### src/rtl/nurn_integrate_ctrl.sv
// Per-timestep neuron integration sequencer.
// Walks every neuron once per start pulse: fetches bias, membrane potential and
// threshold from the status memory, accumulates the weights of spiking axons,
// then writes back the saturated potential (or 0 on a spike).
// All outputs are registered; the next-cycle output values are computed
// alongside the next state so each strobe lines up with its FSM state.
module nurn_integrate_ctrl #(
  parameter int NUM_NURNS          = 256,
  parameter int NUM_AXONS          = 256,
  parameter int DSIZE              = 16,
  parameter int NURN_CNT_BIT_WIDTH = 8,
  parameter int AXON_CNT_BIT_WIDTH = 8
) (
  input  logic                                         clk_i,
  input  logic                                         rst_i,
  input  logic                                         start_i,
  input  logic [NUM_AXONS-1:0]                         axonSpk_i,
  output logic                                         busy_o,
  output logic                                         done_o,
  output logic [NURN_CNT_BIT_WIDTH+1:0]                Addr_StatRd_A_o,
  output logic                                         rdEn_StatRd_A_o,
  input  logic [DSIZE-1:0]                             data_StatRd_A_i,
  output logic [NURN_CNT_BIT_WIDTH+1:0]                Addr_StatWr_B_o,
  output logic                                         wrEn_StatWr_B_o,
  output logic [DSIZE-1:0]                             data_StatWr_B_o,
  output logic [NURN_CNT_BIT_WIDTH+AXON_CNT_BIT_WIDTH-1:0] Addr_StatRd_E_o,
  output logic                                         rdEn_StatRd_E_o,
  input  logic [DSIZE-1:0]                             data_StatRd_E_i,
  output logic                                         spike_o,
  output logic [NURN_CNT_BIT_WIDTH-1:0]                spikeNurnId_o
);

  // Accumulator holds up to NUM_AXONS weights; the sum adds pot and bias on top.
  localparam int ACC_W = DSIZE + AXON_CNT_BIT_WIDTH;
  localparam int SUM_W = DSIZE + AXON_CNT_BIT_WIDTH + 2;

  localparam logic [NURN_CNT_BIT_WIDTH-1:0] LAST_NURN = NURN_CNT_BIT_WIDTH'(NUM_NURNS - 1);
  localparam logic [AXON_CNT_BIT_WIDTH-1:0] LAST_AXON = AXON_CNT_BIT_WIDTH'(NUM_AXONS - 1);

  localparam logic signed [SUM_W-1:0] SAT_MAX = {{(SUM_W-DSIZE+1){1'b0}}, {(DSIZE-1){1'b1}}};
  localparam logic signed [SUM_W-1:0] SAT_MIN = {{(SUM_W-DSIZE+1){1'b1}}, {(DSIZE-1){1'b0}}};

  typedef enum logic [2:0] {
    IDLE    = 3'd0,
    RD_BIAS = 3'd1,
    RD_POT  = 3'd2,
    RD_TH   = 3'd3,
    ACC     = 3'd4,
    DRAIN   = 3'd5,
    UPDATE  = 3'd6
  } state_t;

  // Clamp the wide sum into the signed DSIZE range.
  function automatic logic signed [DSIZE-1:0] satClamp(input logic signed [SUM_W-1:0] v);
    logic signed [DSIZE-1:0] r;
    if (v > SAT_MAX) begin
      r = SAT_MAX[DSIZE-1:0];
    end else if (v < SAT_MIN) begin
      r = SAT_MIN[DSIZE-1:0];
    end else begin
      r = v[DSIZE-1:0];
    end
    return r;
  endfunction

  state_t                          stateR, stateS;
  logic [NURN_CNT_BIT_WIDTH-1:0]   nurnR, nurnS;
  logic [AXON_CNT_BIT_WIDTH-1:0]   axonR, axonS, axonNextS;
  logic signed [ACC_W-1:0]         accR, accS, weightExtS, accNowS;
  logic signed [DSIZE-1:0]         biasR, biasS, potR, potS, thR, thS;
  logic [NUM_AXONS-1:0]            spkR, spkS;
  logic                            rdPendR;
  logic signed [SUM_W-1:0]         sumS;
  logic signed [DSIZE-1:0]         satS;
  logic                            fireS;

  logic                                         busyS, doneS, rdEnAS, wrEnBS, rdEnES, spikeS;
  logic [NURN_CNT_BIT_WIDTH+1:0]                addrAS, addrBS;
  logic [NURN_CNT_BIT_WIDTH+AXON_CNT_BIT_WIDTH-1:0] addrES;
  logic [DSIZE-1:0]                             dataBS;
  logic [NURN_CNT_BIT_WIDTH-1:0]                spikeIdS;

  // State, datapath and output registers; reset clears everything immediately.
  always_ff @(posedge clk_i or posedge rst_i) begin
    if (rst_i) begin
      stateR          <= IDLE;
      nurnR           <= {NURN_CNT_BIT_WIDTH{1'b0}};
      axonR           <= {AXON_CNT_BIT_WIDTH{1'b0}};
      accR            <= {ACC_W{1'b0}};
      biasR           <= {DSIZE{1'b0}};
      potR            <= {DSIZE{1'b0}};
      thR             <= {DSIZE{1'b0}};
      spkR            <= {NUM_AXONS{1'b0}};
      rdPendR         <= 1'b0;
      busy_o          <= 1'b0;
      done_o          <= 1'b0;
      Addr_StatRd_A_o <= {(NURN_CNT_BIT_WIDTH+2){1'b0}};
      rdEn_StatRd_A_o <= 1'b0;
      Addr_StatWr_B_o <= {(NURN_CNT_BIT_WIDTH+2){1'b0}};
      wrEn_StatWr_B_o <= 1'b0;
      data_StatWr_B_o <= {DSIZE{1'b0}};
      Addr_StatRd_E_o <= {(NURN_CNT_BIT_WIDTH+AXON_CNT_BIT_WIDTH){1'b0}};
      rdEn_StatRd_E_o <= 1'b0;
      spike_o         <= 1'b0;
      spikeNurnId_o   <= {NURN_CNT_BIT_WIDTH{1'b0}};
    end else begin
      stateR          <= stateS;
      nurnR           <= nurnS;
      axonR           <= axonS;
      accR            <= accS;
      biasR           <= biasS;
      potR            <= potS;
      thR             <= thS;
      spkR            <= spkS;
      rdPendR         <= rdEn_StatRd_E_o;
      busy_o          <= busyS;
      done_o          <= doneS;
      Addr_StatRd_A_o <= addrAS;
      rdEn_StatRd_A_o <= rdEnAS;
      Addr_StatWr_B_o <= addrBS;
      wrEn_StatWr_B_o <= wrEnBS;
      data_StatWr_B_o <= dataBS;
      Addr_StatRd_E_o <= addrES;
      rdEn_StatRd_E_o <= rdEnES;
      spike_o         <= spikeS;
      spikeNurnId_o   <= spikeIdS;
    end
  end

  // Weight arriving this cycle (if a read was issued last cycle) and the resulting update value.
  always_comb begin
    weightExtS = {ACC_W{1'b0}};
    if (rdPendR) begin
      weightExtS = {{AXON_CNT_BIT_WIDTH{data_StatRd_E_i[DSIZE-1]}}, data_StatRd_E_i};
    end else begin
      weightExtS = {ACC_W{1'b0}};
    end
    accNowS = accR + weightExtS;
    sumS    = {{(SUM_W-DSIZE){potR[DSIZE-1]}}, potR}
            + {{(SUM_W-DSIZE){biasR[DSIZE-1]}}, biasR}
            + {{(SUM_W-ACC_W){accNowS[ACC_W-1]}}, accNowS};
    satS    = satClamp(sumS);
    fireS   = (satS >= thR);
  end

  // Next state plus the output values that belong to that next state.
  always_comb begin
    stateS    = stateR;
    nurnS     = nurnR;
    axonS     = axonR;
    accS      = accR;
    biasS     = biasR;
    potS      = potR;
    thS       = thR;
    spkS      = spkR;
    busyS     = busy_o;
    doneS     = 1'b0;
    rdEnAS    = 1'b0;
    addrAS    = {(NURN_CNT_BIT_WIDTH+2){1'b0}};
    wrEnBS    = 1'b0;
    addrBS    = {(NURN_CNT_BIT_WIDTH+2){1'b0}};
    dataBS    = {DSIZE{1'b0}};
    rdEnES    = 1'b0;
    addrES    = {(NURN_CNT_BIT_WIDTH+AXON_CNT_BIT_WIDTH){1'b0}};
    spikeS    = 1'b0;
    spikeIdS  = {NURN_CNT_BIT_WIDTH{1'b0}};
    axonNextS = axonR + {{(AXON_CNT_BIT_WIDTH-1){1'b0}}, 1'b1};

    case (stateR)
      IDLE: begin
        // A start coinciding with the done pulse is deliberately dropped.
        if (start_i && !done_o) begin
          stateS = RD_BIAS;
          spkS   = axonSpk_i;
          nurnS  = {NURN_CNT_BIT_WIDTH{1'b0}};
          busyS  = 1'b1;
          rdEnAS = 1'b1;
          addrAS = {{NURN_CNT_BIT_WIDTH{1'b0}}, 2'b00};
        end else begin
          busyS  = 1'b0;
        end
      end
      RD_BIAS: begin
        stateS = RD_POT;
        rdEnAS = 1'b1;
        addrAS = {nurnR, 2'b01};
      end
      RD_POT: begin
        biasS  = data_StatRd_A_i;
        stateS = RD_TH;
        rdEnAS = 1'b1;
        addrAS = {nurnR, 2'b10};
      end
      RD_TH: begin
        potS   = data_StatRd_A_i;
        stateS = ACC;
        axonS  = {AXON_CNT_BIT_WIDTH{1'b0}};
        accS   = {ACC_W{1'b0}};
        rdEnES = spkR[0];
        addrES = {nurnR, {AXON_CNT_BIT_WIDTH{1'b0}}};
      end
      ACC: begin
        if (axonR == {AXON_CNT_BIT_WIDTH{1'b0}}) begin
          thS = data_StatRd_A_i;
        end else begin
          thS = thR;
        end
        accS = accNowS;
        if (axonR == LAST_AXON) begin
          stateS = DRAIN;
        end else begin
          axonS  = axonNextS;
          rdEnES = spkR[axonNextS];
          addrES = {nurnR, axonNextS};
        end
      end
      DRAIN: begin
        // The write-back strobe is prepared here so it appears during UPDATE.
        accS   = accNowS;
        stateS = UPDATE;
        wrEnBS = 1'b1;
        addrBS = {nurnR, 2'b01};
        if (fireS) begin
          dataBS   = {DSIZE{1'b0}};
          spikeS   = 1'b1;
          spikeIdS = nurnR;
        end else begin
          dataBS   = satS;
        end
      end
      UPDATE: begin
        if (nurnR == LAST_NURN) begin
          stateS = IDLE;
          doneS  = 1'b1;
          busyS  = 1'b0;
        end else begin
          nurnS  = nurnR + {{(NURN_CNT_BIT_WIDTH-1){1'b0}}, 1'b1};
          stateS = RD_BIAS;
          rdEnAS = 1'b1;
          addrAS = {nurnR + {{(NURN_CNT_BIT_WIDTH-1){1'b0}}, 1'b1}, 2'b00};
        end
      end
      default: begin
        stateS = IDLE;
        busyS  = 1'b0;
      end
    endcase
  end

endmodule
### config.mk
export PLATFORM = sky130hd
export DESIGN_NAME = nurn_integrate_ctrl
export DESIGN_NICKNAME = d
export VERILOG_FILES = /design/src/rtl/nurn_integrate_ctrl.sv
export SDC_FILE = /design/constraint.sdc
export NUM_CORES = 1
export LEC_CHECK = 0
export ABC_CLOCK_PERIOD_IN_PS = 21200
export CELL_PAD_IN_SITES_DETAIL_PLACEMENT = 0
export CELL_PAD_IN_SITES_GLOBAL_PLACEMENT = 1
export CORE_ASPECT_RATIO = 1.25
export CORE_MARGIN = 5
export CORE_UTILIZATION = 37
export CTS_BUF_LIST = sky130_fd_sc_hd__clkbuf_8
export CTS_CLUSTER_SIZE = 25
export DETAILED_ROUTE_END_ITERATION = 6
export DONT_BUFFER_PORTS = 1
export PLACE_DENSITY_LB_ADDON = 0.1
export RECOVER_POWER = 100
export SKIP_LAST_GASP = 1
export SYNTH_ARGS = -nofsm -noshare
export SYNTH_HDL_FRONTEND = slang
export SYNTH_SLANG_ARGS = --single-unit
### constraint.sdc
create_clock -name clk_i -period 21.2 [get_ports clk_i]
set_clock_uncertainty 0.15 [all_clocks]
set_input_delay 6.36 -clock clk_i [delete_from_list [all_inputs] [get_ports clk_i]]
set_output_delay 6.36 -clock clk_i [all_outputs]
set_load 0.1 [all_outputs]
==> impl_metrics.csv <==
group,metric,value,unit
cells_and_area,stdcell_count,2525,
logic_synthesis,yosysSeqAreaShare,48.3,%
timing,drv_slew,699,
global_routing,track_usage,18.9,%
timing,finalSetupTns,0,ps
status,outcome,"finished, violations left",
critical_path,crit_fanout,175,
critical_path,crit_cells,5,
timing,setup_viol,0,
critical_path,ff2ff_path_depth,5,
timing,rsz0062_at_grt,"false",
detailed_routing,drtPass1Iterations,6,
logic_synthesis,synth_edf_count,0,
cells_and_area,drive_gt1_share,27.1,%
floorplan,ios,357,
logic_synthesis,ys_warn_count,0,
clock_network,clock_path_buffers,3,
critical_path,worstPathCellList,"nand2b_1, nor4_1, clkbuf_1, clkbuf_1, mux2_2",
logic_synthesis,ys.flop_type,"dfrtp_1",
cells_and_area,area_growth,9.78,%
clock_network,clock_sinks,412,
logic_synthesis,ys_seq_elements,412,
global_routing,first_global_vias,14700,
critical_path,start_kind,"input pin",
hold_path,min_path_cells,2,
power_and_ir_drop,leakagePower,10.7,nW
detailed_routing,ant_nets,0,
logic_synthesis,syn_area_per_cell,12.5,µm²
detailed_routing,routed_via_density,5.37,
placement,place_hpwl,43400,µm
floorplan,initial_core_util,37.3,%
detailed_routing,drc,0,
critical_path,cp_common_cell,"clkbuf_1",
timing,fin_crit,17320,ps
detailed_routing,wl_per_cell,23.5,µm
critical_path,crit_path_end_kind,"flop",
cells_and_area,nets,2091,
floorplan,die_w,225,µm
critical_path,cpPeakStageDelay,6410,ps
timing,fmax,0.0577,GHz
clock_network,cts_hold_buf,0,
clock_network,post_cts_buffers,0,
power_and_ir_drop,p_per_area,124,nW/µm²
detailed_routing,dr_total_vias,13600,
timing,post-route-period-util,81.7,%
placement,port-buffer-count,0,
timing,maxSlewHeadroom,-506,%
timing,hold_viol,0,
clock_network,htree_num_levels,3,
logic_synthesis,synth_cells,1705,
critical_path,path_class,"in2reg",
detailed_routing,drtIter0Drc,615,
cells_and_area,final_core_util,41.0,%
clock_network,clockRootBuffer,"clkbuf_8",
clock_network,clk_pin_slew_worst_paths,60,ps
floorplan,die_y,278,µm
hold_path,min_path_type,"reg2reg",
clock_network,cts_made_buffers,73,
power_and_ir_drop,ir_worst_vdd,0.0000972,V
critical_path,required,21590,ps
clock_network,insertion_delay,640,ps
detailed_routing,routed_wl,59300,µm
run,maxCapViolations,13,
status,violations,"max-capacitance violations, max-slew violations",
cells_and_area,nFillCells,5551,
critical_path,arrival,17700,ps
critical_path,critPathBufInv,2,
logic_synthesis,synthesis.area,21300,µm²
logic_synthesis,synth_nets,2087,
critical_path,cpLargestDelayFamily,"buffers and inverters",
floorplan,dieArea,62600,µm²
clock_network,cts_tree,"done",
critical_path,slowest_stage,"clkbuf_1",
floorplan,rows,98,
placement,dp.cells,2384,
global_routing,grt_pass1_wl,91300,µm
logic_synthesis,synth-async-reset-ratio,100,%
placement,globalplace.congestion,0.836,
logic_synthesis,ys_types,71,
timing,tightest_slew,9080,ps
floorplan,core_area,57100,µm²
global_routing,gr-total-overflow,0,
global_routing,grt_max_degree,180,
global_routing,antenna_found_initial,40,
clock_network,cts-resized-gates,0,
## synth_stat cells (all sizes together) (3+ instances only)
cell / instances / area, µm²
dfrtp: 412 / 10300
mux2: 278 / 3130
inv: 110 / 413
nand2: 104 / 390
o21ai: 94 / 470
mux4: 76 / 1710
ha: 65 / 813
clkbuf: 64 / 240
a21oi: 45 / 225
nor2: 44 / 165
a21o: 33 / 248
and2: 31 / 194
fa: 26 / 521
buf: 25 / 141
xor2: 24 / 210
and3: 22 / 138
nand3: 22 / 110
xnor2: 19 / 166
a221oi: 17 / 236
nor3: 15 / 75.1
o21a: 15 / 114
a22oi: 14 / 105
nor2b: 14 / 87.6
mux2i: 12 / 120
nand2b: 12 / 75.1
nand4: 11 / 75.1
or3: 10 / 62.6
a211oi: 9 / 67.6
o211ai: 8 / 60.1
a2111oi: 6 / 60.1
a22o: 6 / 52.6
a31oi: 6 / 37.5
o31ai: 5 / 37.5
a211o: 4 / 35.0
nand3b: 4 / 30.0
o2111ai: 4 / 35.0
a21boi: 3 / 22.5
o41ai: 3 / 45.1
or2: 3 / 18.8
## cell type report
class	instances	area, µm²	area share, %
Antenna cell	20	50.0	0.214
Clock buffer	85	1170	5.00
Clock inverter	36	272	1.16
Inverter	110	414	1.77
Multi-Input combinational cell	1094	10200	43.4
Sequential cell	412	10300	44.0
Tap cell	750	938	4.01
Timing Repair Buffer	18	106	0.454
## worst min-delay path, delay by kind of cell, from the launching register on
| family | cells | cell delay (ps) |
|---|---|---|
| and+or+nand+nor | 2 | 110 |
| DFF | 1 | 340 |
## path summary, 6_finish.rpt
kind	from	end	slack, ps
max	start_i	spkR[41]$_DFFE_PP0P_	3880
min	accR[20]$_DFFE_PP0P_	accR[20]$_DFFE_PP0P_	340
max reg2reg	done_o$_DFF_PP0_	spkR[41]$_DFFE_PP0P_	8560
min reg2reg	accR[20]$_DFFE_PP0P_	accR[20]$_DFFE_PP0P_	340
max in group asynchronous	rst_i	biasR[14]$_DFFE_PP0N_	9080
min in group asynchronous	rst_i	spkR[101]$_DFFE_PP0P_	6980
## sequential cells by signal, indices dropped and copies added, names as in the netlist, 9 cells and up
name and cells:
accR 24, Addr_StatWr_B_o 9, thR 16, spkR 256
data_StatWr_B_o 16, Addr_StatRd_E_o 16, potR 16, biasR 16
Addr_StatRd_A_o 10
## per-stage QoR
stage	setup WS [ps]	area [µm²]	power (W)	hold WS (ps)
global route	2960	23400	0.00313	363
CTS	6730	23600	0.00300	348
detailed placement	6040	22100	0.00223	335
floorplan	3230	21300	0.00194	306
finish	3880	23400	0.00289	341
global placement	5300	22100	0.00222	326
## per-layer routing
layer	share of wire, %	wire length, µm	GRT usage [%]	vias to the layer above
met5	0.44	259	0	-
met1	38	22500	21.4	6903
met4	2.2	1310	5.58	40
met3	6.8	4020	6.78	124
li1	-	-	-	6182
met2	53	31200	33.7	306
## logic make-up (layout without fill, tap and decap cells)
family | Yosys count | in the layout | synth area share [%]
simple gates | 302 | 302 | 7.14
other cells | 1 | 21 | 0.0176
buf+inv | 199 | 249 | 3.72
fa+ha+maj | 91 | 91 | 6.25
xor+xnor | 43 | 43 | 1.77
mux | 366 | 366 | 23.3
flops | 412 | 412 | 48.3
compound gates | 291 | 291 | 9.50
## placed cells by master (no fill, tap or decap), types with 23 or more instances in the layout
cell type / count
a21o_1: 33
a21oi_1: 45
and2_1: 23
clkbuf_8: 85
dfrtp_1: 412
fa_1: 26
ha_1: 65
inv_1: 131
mux2_2: 278
mux4_2: 76
nand2_1: 104
nor2_1: 44
o21ai_0: 90
## where the power goes
group          switching (W)  leakage [nW]  internal [W]  total, W
combinational       0.000765          4.70      0.000516   0.00128
sequential         0.0000302          5.20      0.000841  0.000872
clock               0.000337         0.820      0.000402  0.000739
Note: power is estimated with default switching activity, not from simulation.
